**src/rtl/mem_image_loader_pkg.sv**
```systemverilog
// Shared types and ASCII constants for the program-image loader.
// Latency: n/a (declarations only).
// Backpressure: n/a.
package mem_image_loader_pkg;

    typedef enum logic [2:0] {
        ST_IDLE   = 3'd0,
        ST_SKIPWS = 3'd1,
        ST_DIGITS = 3'd2,
        ST_COMMIT = 3'd3,
        ST_WRITE  = 3'd4,
        ST_DONE   = 3'd5
    } ld_state_t;

    typedef enum logic [1:0] {
        FLD_OFFSET = 2'd0,
        FLD_PC     = 2'd1,
        FLD_DATA   = 2'd2
    } fld_t;

    localparam logic [7:0] CH_STAR = 8'h2A;  // '*' data offset
    localparam logic [7:0] CH_AT   = 8'h40;  // '@' initial PC
    localparam logic [7:0] CH_DASH = 8'h2D;  // '-' data word
    localparam logic [7:0] CH_SP   = 8'h20;
    localparam logic [7:0] CH_TAB  = 8'h09;
    localparam logic [7:0] CH_CR   = 8'h0D;
    localparam logic [7:0] CH_LF   = 8'h0A;
    localparam logic [7:0] CH_0    = 8'h30;
    localparam logic [7:0] CH_7    = 8'h37;
    localparam logic [7:0] CH_9    = 8'h39;
    localparam logic [7:0] CH_UA   = 8'h41;
    localparam logic [7:0] CH_UF   = 8'h46;
    localparam logic [7:0] CH_LA   = 8'h61;
    localparam logic [7:0] CH_LF_  = 8'h66;

    // Map a marker character to its record type; non-markers fall to data.
    function automatic fld_t fld_of(input logic [7:0] ch);
        if (ch == CH_STAR)    return FLD_OFFSET;
        else if (ch == CH_AT) return FLD_PC;
        else                  return FLD_DATA;
    endfunction

endpackage

```
**src/rtl/mem_image_loader_ascii_digit_decode.sv**
```systemverilog
// Classifies one ASCII character: digit (in RADIX) with value, whitespace, record marker.
// Latency: combinational.
// Backpressure: none.
module ascii_digit_decode
    import mem_image_loader_pkg::*;
#(
    parameter int RADIX = 8
) (
    input  logic [7:0] ch,
    output logic       is_digit,
    output logic [3:0] digit_val,
    output logic       is_ws,
    output logic       is_marker
);

    // Digit recognition; hex letters are case-insensitive and only legal in base 16.
    always_comb begin
        is_digit  = 1'b0;
        digit_val = 4'd0;
        if (ch >= CH_0 && ch <= CH_9) begin
            digit_val = 4'(ch - CH_0);
            is_digit  = (RADIX == 16) || (ch <= CH_7);
        end else if (ch >= CH_UA && ch <= CH_UF) begin
            digit_val = 4'(ch - CH_UA + 8'd10);
            is_digit  = (RADIX == 16);
        end else if (ch >= CH_LA && ch <= CH_LF_) begin
            digit_val = 4'(ch - CH_LA + 8'd10);
            is_digit  = (RADIX == 16);
        end
    end

    assign is_ws     = (ch == CH_SP) || (ch == CH_TAB) || (ch == CH_CR) || (ch == CH_LF);
    assign is_marker = (ch == CH_STAR) || (ch == CH_AT) || (ch == CH_DASH);

endmodule

```
**src/rtl/mem_image_loader.sv**
```systemverilog
// Parses an ASCII image stream ('*' offset, '@' pc, '-' word) into memory word writes.
// Latency: write request appears the cycle after the field's terminating char.
// Backpressure: char_ready drops during commit/write; write held stable until mem_wr_ready.
module mem_image_loader
    import mem_image_loader_pkg::*;
#(
    parameter int WORD_W     = 16,
    parameter int ADDR_W     = 16,
    parameter int RADIX      = 8,
    parameter int MAX_DIGITS = 6
) (
    input  logic              clock,
    input  logic              reset,
    input  logic              char_valid,
    input  logic [7:0]        char_data,
    input  logic              char_eof,
    output logic              char_ready,
    output logic              mem_wr_valid,
    input  logic              mem_wr_ready,
    output logic [ADDR_W-1:0] mem_wr_addr,
    output logic [WORD_W-1:0] mem_wr_data,
    output logic [ADDR_W-1:0] pc_start,
    output logic [ADDR_W-1:0] mem_last,
    output logic              done,
    output logic              syntax_err,
    output logic              ovf_err
);

    localparam int                SH    = (RADIX == 16) ? 4 : 3;
    localparam int                CW    = $clog2(MAX_DIGITS + 1);
    localparam logic [CW-1:0]     MAXD  = CW'(MAX_DIGITS);
    localparam logic [ADDR_W-1:0] STEP  = ADDR_W'(WORD_W / 8);

    ld_state_t         state_q, state_d;
    fld_t              fld_q, fld_d;
    logic [WORD_W-1:0] acc_q, acc_d;
    logic [CW-1:0]     dcnt_q, dcnt_d;
    logic [WORD_W-1:0] ofs_q, ofs_d;
    logic [WORD_W-1:0] ipc_q, ipc_d;
    logic [ADDR_W-1:0] wcnt_q, wcnt_d;
    logic              eof_q, eof_d;
    logic              syn_q, syn_d;
    logic              ovf_q, ovf_d;
    logic              done_q, done_d;
    logic [ADDR_W-1:0] pcs_q, pcs_d;
    logic [ADDR_W-1:0] last_q, last_d;
    // Holds char_ready low while reset is asserted so every output reads 0.
    logic              run_q, run_d;

    logic              is_digit, is_ws, is_marker;
    logic [3:0]        digit_val;
    logic [WORD_W-1:0] acc_next;
    logic              xfer;

    ascii_digit_decode #(.RADIX(RADIX)) u_dec (
        .ch        (char_data),
        .is_digit  (is_digit),
        .digit_val (digit_val),
        .is_ws     (is_ws),
        .is_marker (is_marker)
    );

    // Radix is a power of two, so the multiply is a shift; overflow truncates.
    assign acc_next = (acc_q << SH) + {{(WORD_W-4){1'b0}}, digit_val};
    assign xfer     = char_valid && char_ready;

    // State and datapath registers; reset abandons any field or write in flight.
    always_ff @(posedge clock or negedge reset) begin
        if (!reset) begin
            state_q <= ST_IDLE;
            fld_q   <= FLD_OFFSET;
            acc_q   <= '0;
            dcnt_q  <= '0;
            ofs_q   <= '0;
            ipc_q   <= '0;
            wcnt_q  <= '0;
            eof_q   <= 1'b0;
            syn_q   <= 1'b0;
            ovf_q   <= 1'b0;
            done_q  <= 1'b0;
            pcs_q   <= '0;
            last_q  <= '0;
            run_q   <= 1'b0;
        end else begin
            state_q <= state_d;
            fld_q   <= fld_d;
            acc_q   <= acc_d;
            dcnt_q  <= dcnt_d;
            ofs_q   <= ofs_d;
            ipc_q   <= ipc_d;
            wcnt_q  <= wcnt_d;
            eof_q   <= eof_d;
            syn_q   <= syn_d;
            ovf_q   <= ovf_d;
            done_q  <= done_d;
            pcs_q   <= pcs_d;
            last_q  <= last_d;
            run_q   <= run_d;
        end
    end

    // Next-state: parse chars, then commit/write, then return to IDLE or finish on pending eof.
    always_comb begin
        state_d = state_q;
        case (state_q)
            ST_IDLE: begin
                if (xfer) begin
                    if (is_marker) state_d = ST_SKIPWS;
                end else if (!char_valid && char_eof) begin
                    state_d = ST_DONE;
                end
            end
            ST_SKIPWS: begin
                if (char_valid) begin
                    if (is_digit)    state_d = ST_DIGITS;
                    else if (!is_ws) state_d = ST_IDLE;
                end else if (char_eof) begin
                    state_d = ST_DONE;
                end
            end
            ST_DIGITS: begin
                if (char_valid) begin
                    if (!is_digit) state_d = ST_COMMIT;
                end else if (char_eof) begin
                    state_d = ST_COMMIT;
                end
            end
            ST_COMMIT: begin
                if (fld_q == FLD_DATA && !mem_wr_ready) state_d = ST_WRITE;
                else                                    state_d = eof_q ? ST_DONE : ST_IDLE;
            end
            ST_WRITE: begin
                if (mem_wr_ready) state_d = eof_q ? ST_DONE : ST_IDLE;
            end
            ST_DONE:  state_d = ST_DONE;
            default:  state_d = ST_IDLE;
        endcase
    end

    // Outputs and datapath updates for the current state and character.
    always_comb begin
        fld_d  = fld_q;
        acc_d  = acc_q;
        dcnt_d = dcnt_q;
        ofs_d  = ofs_q;
        ipc_d  = ipc_q;
        wcnt_d = wcnt_q;
        eof_d  = eof_q;
        syn_d  = syn_q;
        ovf_d  = ovf_q;
        done_d = done_q;
        pcs_d  = pcs_q;
        last_d = last_q;
        run_d  = 1'b1;

        // Unconsumed chars (marker ending a field, junk after a bare marker) keep ready low.
        char_ready = 1'b0;
        case (state_q)
            ST_IDLE:   char_ready = run_q;
            ST_SKIPWS: char_ready = is_ws || is_digit;
            ST_DIGITS: char_ready = !is_marker;
            default:   char_ready = 1'b0;
        endcase

        mem_wr_valid = ((state_q == ST_COMMIT) && (fld_q == FLD_DATA)) || (state_q == ST_WRITE);

        case (state_q)
            ST_IDLE: begin
                if (xfer) begin
                    if (is_marker) begin
                        fld_d  = fld_of(char_data);
                        acc_d  = '0;
                        dcnt_d = '0;
                    end else if (!is_ws) begin
                        syn_d = 1'b1;
                    end
                end
            end
            ST_SKIPWS: begin
                if (char_valid) begin
                    if (is_digit) begin
                        acc_d  = {{(WORD_W-4){1'b0}}, digit_val};
                        dcnt_d = CW'(1);
                    end else if (!is_ws) begin
                        syn_d = 1'b1;
                    end
                end else if (char_eof) begin
                    syn_d = 1'b1;
                end
            end
            ST_DIGITS: begin
                if (char_valid) begin
                    if (is_digit) begin
                        if (dcnt_q < MAXD) begin
                            acc_d  = acc_next;
                            dcnt_d = dcnt_q + CW'(1);
                        end else begin
                            ovf_d = 1'b1;
                        end
                    end else if (!is_ws && !is_marker) begin
                        syn_d = 1'b1;
                    end
                end else if (char_eof) begin
                    eof_d = 1'b1;
                end
            end
            ST_COMMIT: begin
                case (fld_q)
                    FLD_OFFSET: ofs_d = acc_q;
                    FLD_PC:     ipc_d = acc_q;
                    default:    if (mem_wr_ready) wcnt_d = wcnt_q + STEP;
                endcase
            end
            ST_WRITE: begin
                if (mem_wr_ready) wcnt_d = wcnt_q + STEP;
            end
            default: ;
        endcase

        // Result outputs are captured on the way into DONE so they are valid with done.
        if (state_d == ST_DONE && state_q != ST_DONE) begin
            done_d = 1'b1;
            pcs_d  = ADDR_W'(ofs_d) + ADDR_W'(ipc_d);
            last_d = wcnt_d;
        end
    end

    assign mem_wr_addr = wcnt_q;
    assign mem_wr_data = acc_q;
    assign pc_start    = pcs_q;
    assign mem_last    = last_q;
    assign done        = done_q;
    assign syntax_err  = syn_q;
    assign ovf_err     = ovf_q;

endmodule

```
**config.mk**
```make
export PLATFORM = sky130hd
export DESIGN_NAME = mem_image_loader
export DESIGN_NICKNAME = d
export VERILOG_FILES = /design/src/rtl/mem_image_loader_pkg.sv /design/src/rtl/mem_image_loader_ascii_digit_decode.sv /design/src/rtl/mem_image_loader.sv
export SDC_FILE = /design/constraint.sdc
export NUM_CORES = 1
export LEC_CHECK = 0
export CORE_MARGIN = 2
export CORE_UTILIZATION = 57
export CTS_BUF_LIST = sky130_fd_sc_hd__clkbuf_2 sky130_fd_sc_hd__clkbuf_4 sky130_fd_sc_hd__clkbuf_8
export DETAILED_ROUTE_END_ITERATION = 10
export PLACE_DENSITY = 0.82
export SYNTH_ARGS = -nofsm -noshare
export SYNTH_HDL_FRONTEND = slang
export SYNTH_SLANG_ARGS = --single-unit
```
**constraint.sdc**
```tcl
create_clock -name clock -period 4.8 [get_ports clock]
set_clock_uncertainty 0.05 [all_clocks]
set_input_delay 0.96 -clock clock [delete_from_list [all_inputs] [get_ports clock]]
set_output_delay 0.96 -clock clock [all_outputs]
set_load 0.1 [all_outputs]
```
# == Word level (Yosys, flattened, before mapping) ==
# Cells that the tools add are included.
# Widths: inputs -> output; s select.
# word_totals
register_bits,109
in_bits,13
output_inout_bits,69
word_cells,144
# op_classes
n_addsub,9
order_cmp,8
n_eq_ne,28
n_mux,54
bitwise_logic,2
n_reduce_logical,29
# ops
operator,n
$mux 16,13
$mux 3,20
$pmux 16 s3,1
$pmux 16 s2,1
$eq 8x4->1 const B,3
$eq 8x6->1 const B,3
$ne 2x2->1 const B,10
$pmux 3 s6,1
$add 16x16->16,1
$add 16x2->16 const B,1
$add 16x4->16,1
$ge 8x7->1 const B,2
$le 8x6->1 const B,2
$le 8x7->1 const B,2
$reduce_and 8->1,2
$mux 4,3
$sub 4x1->4 const B,3
$mux 1,10
$eq 3x3->1 const B,3
$logic_and 1x1->1,9
$ne 3x3->1 const B,3
$pmux 3 s3,1
$add 4x4->4 const B,2
$eq 8x7->1 const B,1
18 further kinds,32

# == Depth between registers and ports, before layout ==
# logic_depth
depth_word,11
depth_mapped,15
depth_no_buf,13

# == Hierarchy ==
# Synthesis repeated with hierarchy kept, for this count alone.
# hier_totals
cells_unflattened,524
hier_area_um2,5798.1
# modules_own_cells
mod,n_inst,cells_per_inst,area_per_inst_um2,seq_area_each_um2
mem_image_loader,1,488,5509.0,2677.6
ascii_digit_decode,1,36,289.0,0.0

# == Least setup slack after synthesis ==
# Ideal clock, no wire load.
# synth_path
path_type,input to output
start,in char_data[0]
end,out char_ready
arrival_ns,3.661
required_time_ns,3.790
path_slack_ns,0.129
stages,5
path_buffers,0
cell_sequence,inv_1 ha_1 or3b_1 o32ai_2 o21ai_0
# synth_between
elab_chain_len,6
word_cells_on_any_way,20
classes_between,order compare (3); eq/ne (7); mux (2); reduce/logical (8)
# synth_rtl
element,line_no,rtl
start: declaration,mem_image_loader.sv:15,"input logic [7:0] char_data,"
branches (longest 5 deep; another with $ge 8x6->1),-,
$pmux 1 s3 *,mem_image_loader.sv:158,case (state_q)
end: declaration,mem_image_loader.sv:17,"output logic char_ready,"
# Every way passes the cells marked *.

# == Worst setup path after layout ==
# Ends and elaborated chain as after synthesis.

==> metrics.yaml <==
outcome:
  outcome: "finished with violations"
  failed_checks: "design-rule violations"
global_route:
  antenna_found_initial: 0
  grt-ovfl-total: 0
  grt_pass1_wl_um: 19800
  grt_use_total: 0.225
  grt_pass1_vias: 4153
  grt_max_degree: 76
min_path:
  hold_class: "reg2reg"
  worstHoldStart: "syntax_err"
die:
  core_area_sq_um: 9680
  die_area_sq_um: 10700
  initial_core_util: 0.584
  num_rows: 36
  ioPinCount: 82
  dieWidth_um: 104
  die_h_um: 104
sta:
  grt_setup_unrepaired: "no"
  timing.final.max_slew_violations: 0
  finalCritPeriodShare: 0.906
  maxSlewHeadroom: 0.317
  min_period_ns: 4.35
  finalHoldViolCount: 0
  fin_ws_ns: 0.451
  setup_tns_ns: 0
  worst_pin_slew_ns: 1.02
  max_clock_freq_mhz: 230
  setup_viol: 0
synth:
  synth_cell_types: 58
  ys_async_sr_fraction: 1.00
  syn_area_per_cell_sq_um: 11.2
  synth_flop_cell: "dfrtp_1"
  syn_area_sq_um: 5650
  yosys_warnings: 0
  synth_edf_count: 0
  synth_seq_cells: 107
  yosysSeqAreaShare: 0.474
  netlist_instances: 506
clock_tree:
  clock-sinks: 107
  postCtsSetupRepairBufs: 0
  numCtsBuffers: 9
  clk_latency_ns: 0.37
  ctsResizeCount: 0
  cts-root-buf: "clkbuf_8"
  clk_pin_slew_ns: 0.10
  h-tree-depth: 3
  clockBufferDepth: 2
  holdBufCountCts: 0
  cts_tree: "done"
worst_setup_path:
  worstReg2RegStart: "state_q[2]"
  path_class: "in2out"
  required_ns: 3.79
  startpoint_type: "input port"
  path_cells: "clkdlybuf4s50_1 -> inv_1 -> ha_1 -> nor2b_1 -> o21ai_0 -> a2111oi_1 -> nor2_1 -> o21ai_0 -> buf_12"
  cp_top_family: "compound AO/OA/AOI/OAI gates"
  cp_max_fo: 4
  crit_arrival_ns: 3.34
  crit_start: "char_data[0]"
  slowest_delay_ns: 0.56
  crit_top_cell: "o21ai_0"
  crit_buf_inv: 3
  endpoint_kind: "output pin"
  critPathSlowestCell: "a2111oi_1"
pwr:
  leakagePower_nw: 3.13
  peakVddDrop_mv: 0.404
  p_per_area_nw_per_um2: 390
  total_power_mw: 2.65
cells_and_area:
  postLayoutCoreUtil: 0.702
  area_growth_pct: 20.2
  drive_above_1_share: 0.164
  antenna_cells: 0
  fin_nets: 624
  stdcell_count: 725
detailed_routing:
  vias: 4119
  drcViolationCount: 1
  via_per_inst: 5.68
  firstDrtPassIters: 8
  first_iter_violations: 247
  wirelength_um: 11900
  wire_per_inst_um: 16.4
  postRouteAntennaNets: 0
placed_design:
  dp_slack_ns: 0.510
  dp_cells: 709
  gp_congestion: 0.929
  port_buffers: 79
  dp_hpwl_um: 8460
flow_run:
  maxCapViolCount: 0
==> power by group <==
| part | leakage (nW) | switching (mW) | internal (mW) |
|---|---|---|---|
| logic | 1.56 | 0.709 | 0.273 |
| clock network | 0.115 | 0.316 | 0.307 |
| registers | 1.45 | 0.0741 | 0.971 |
==> flip-flops by register name, summed over array words and instances, names as in the netlist, 2 cells and up <==
register,flops
fld_q,2
mem_wr_addr,15
dcnt_q,3
pc_start,16
ipc_q,16
mem_wr_data,16
ofs_q,16
state_q,3
mem_last,15
==> through the flow <==
step | hold WS, ns | instance area [sq um]
floorplan | 0.413 | 5660
global placement | 0.403 | 6570
detailed placement | 0.411 | 6570
CTS | 0.435 | 6800
global route | 0.467 | 6800
finish | 0.433 | 6800
==> area by class of cell <==
| cell class | count | area [sq um] |
|---|---|---|
| Clock inverter | 6 | 95.1 |
| Sequential cell | 107 | 2680 |
| Fill cell | 688 | 2890 |
| Inverter | 12 | 45.0 |
| Timing Repair Buffer | 88 | 878 |
| Clock buffer | 10 | 131 |
| Tap cell | 133 | 166 |
| Multi-Input combinational cell | 369 | 2800 |
==> synthesized netlist by cell type (3+ instances only) <==
master,number,share of area
a21o_1,6,0.0080
a21oi_1,28,0.025
and2_1,3,0.0033
and3_1,4,0.0044
buf_2,4,0.0035
clkbuf_1,8,0.0053
dfrtp_1,107,0.47
ha_1,23,0.051
inv_1,12,0.0080
mux2_2,37,0.074
mux2_4,24,0.064
mux2i_1,4,0.0071
nand2_1,46,0.031
nand2b_1,3,0.0033
nand3_1,13,0.012
nand4_1,9,0.010
nor2_1,36,0.024
nor2b_1,5,0.0055
nor3_1,5,0.0044
o21ai_0,35,0.031
o21bai_1,3,0.0040
xnor2_1,33,0.051
xor2_1,9,0.014
==> worst paths after layout <==
| path | to | slack (ns) | cells after the start |
|---|---|---|---|
| max in group asynchronous | eof_q | 3.09 | 2 |
| min in group asynchronous | state_q[1] | 0.65 | 1 |
| hold / removal | syntax_err | 0.43 | 2 |
| setup / recovery | char_ready | 0.45 | 9 |
| setup reg to reg | pc_start[14] | 0.88 | 12 |
| hold reg to reg | syntax_err | 0.43 | 2 |
==> routing by layer <==
metal  routed length, um  GRT usage  vias up
met5                   0          0        -
met4                 138     0.0637        0
met3                 570     0.0459       13
met2                5780      0.373      140
met1                5380      0.304     2018
li1                    -          -     1948
==> placed cells by master, fill, tap and decap left out, drive strengths merged, types with 6 or more instances in the layout <==
| cell type | netlist | layout |
|---|---|---|
| xnor2 | 33 | 33 |
| nand4 | 9 | 9 |
| clkbuf | 8 | 10 |
| clkdlybuf4s50 | 0 | 77 |
| xor2 | 9 | 9 |
| mux2 | 61 | 61 |
| dfrtp | 107 | 107 |
| nand2 | 46 | 46 |
| nand3 | 13 | 13 |
| inv | 12 | 15 |
| buf | 11 | 11 |
| ha | 23 | 23 |
| nor2 | 36 | 36 |
| o21ai | 35 | 35 |
| a21o | 6 | 6 |
| a21oi | 28 | 28 |
| nor2b | 6 | 6 |
==> cell families (layout without fill, tap and decap cells) <==
| group | after synthesis | after routing | synth area share |
|---|---|---|---|
| fa+ha+maj | 24 | 24 | 0.0545 |
| compound gates | 97 | 97 | 0.110 |
| xor+xnor | 42 | 42 | 0.0651 |
| buf+inv | 31 | 116 | 0.0332 |
| simple gates | 138 | 138 | 0.118 |
| flops | 107 | 107 | 0.474 |
| mux | 65 | 65 | 0.145 |
| other cells | 2 | 3 | 0.00133 |
==> tightest hold or removal path: cells and delay by family (launching register included) <==
kind	cells	cell delay [ns]
DFF	1	0.36
buffers and inverters	1	0.04
AOI/OAI and AO/OA	1	0.05
Power figures use the tool's default switching activity.
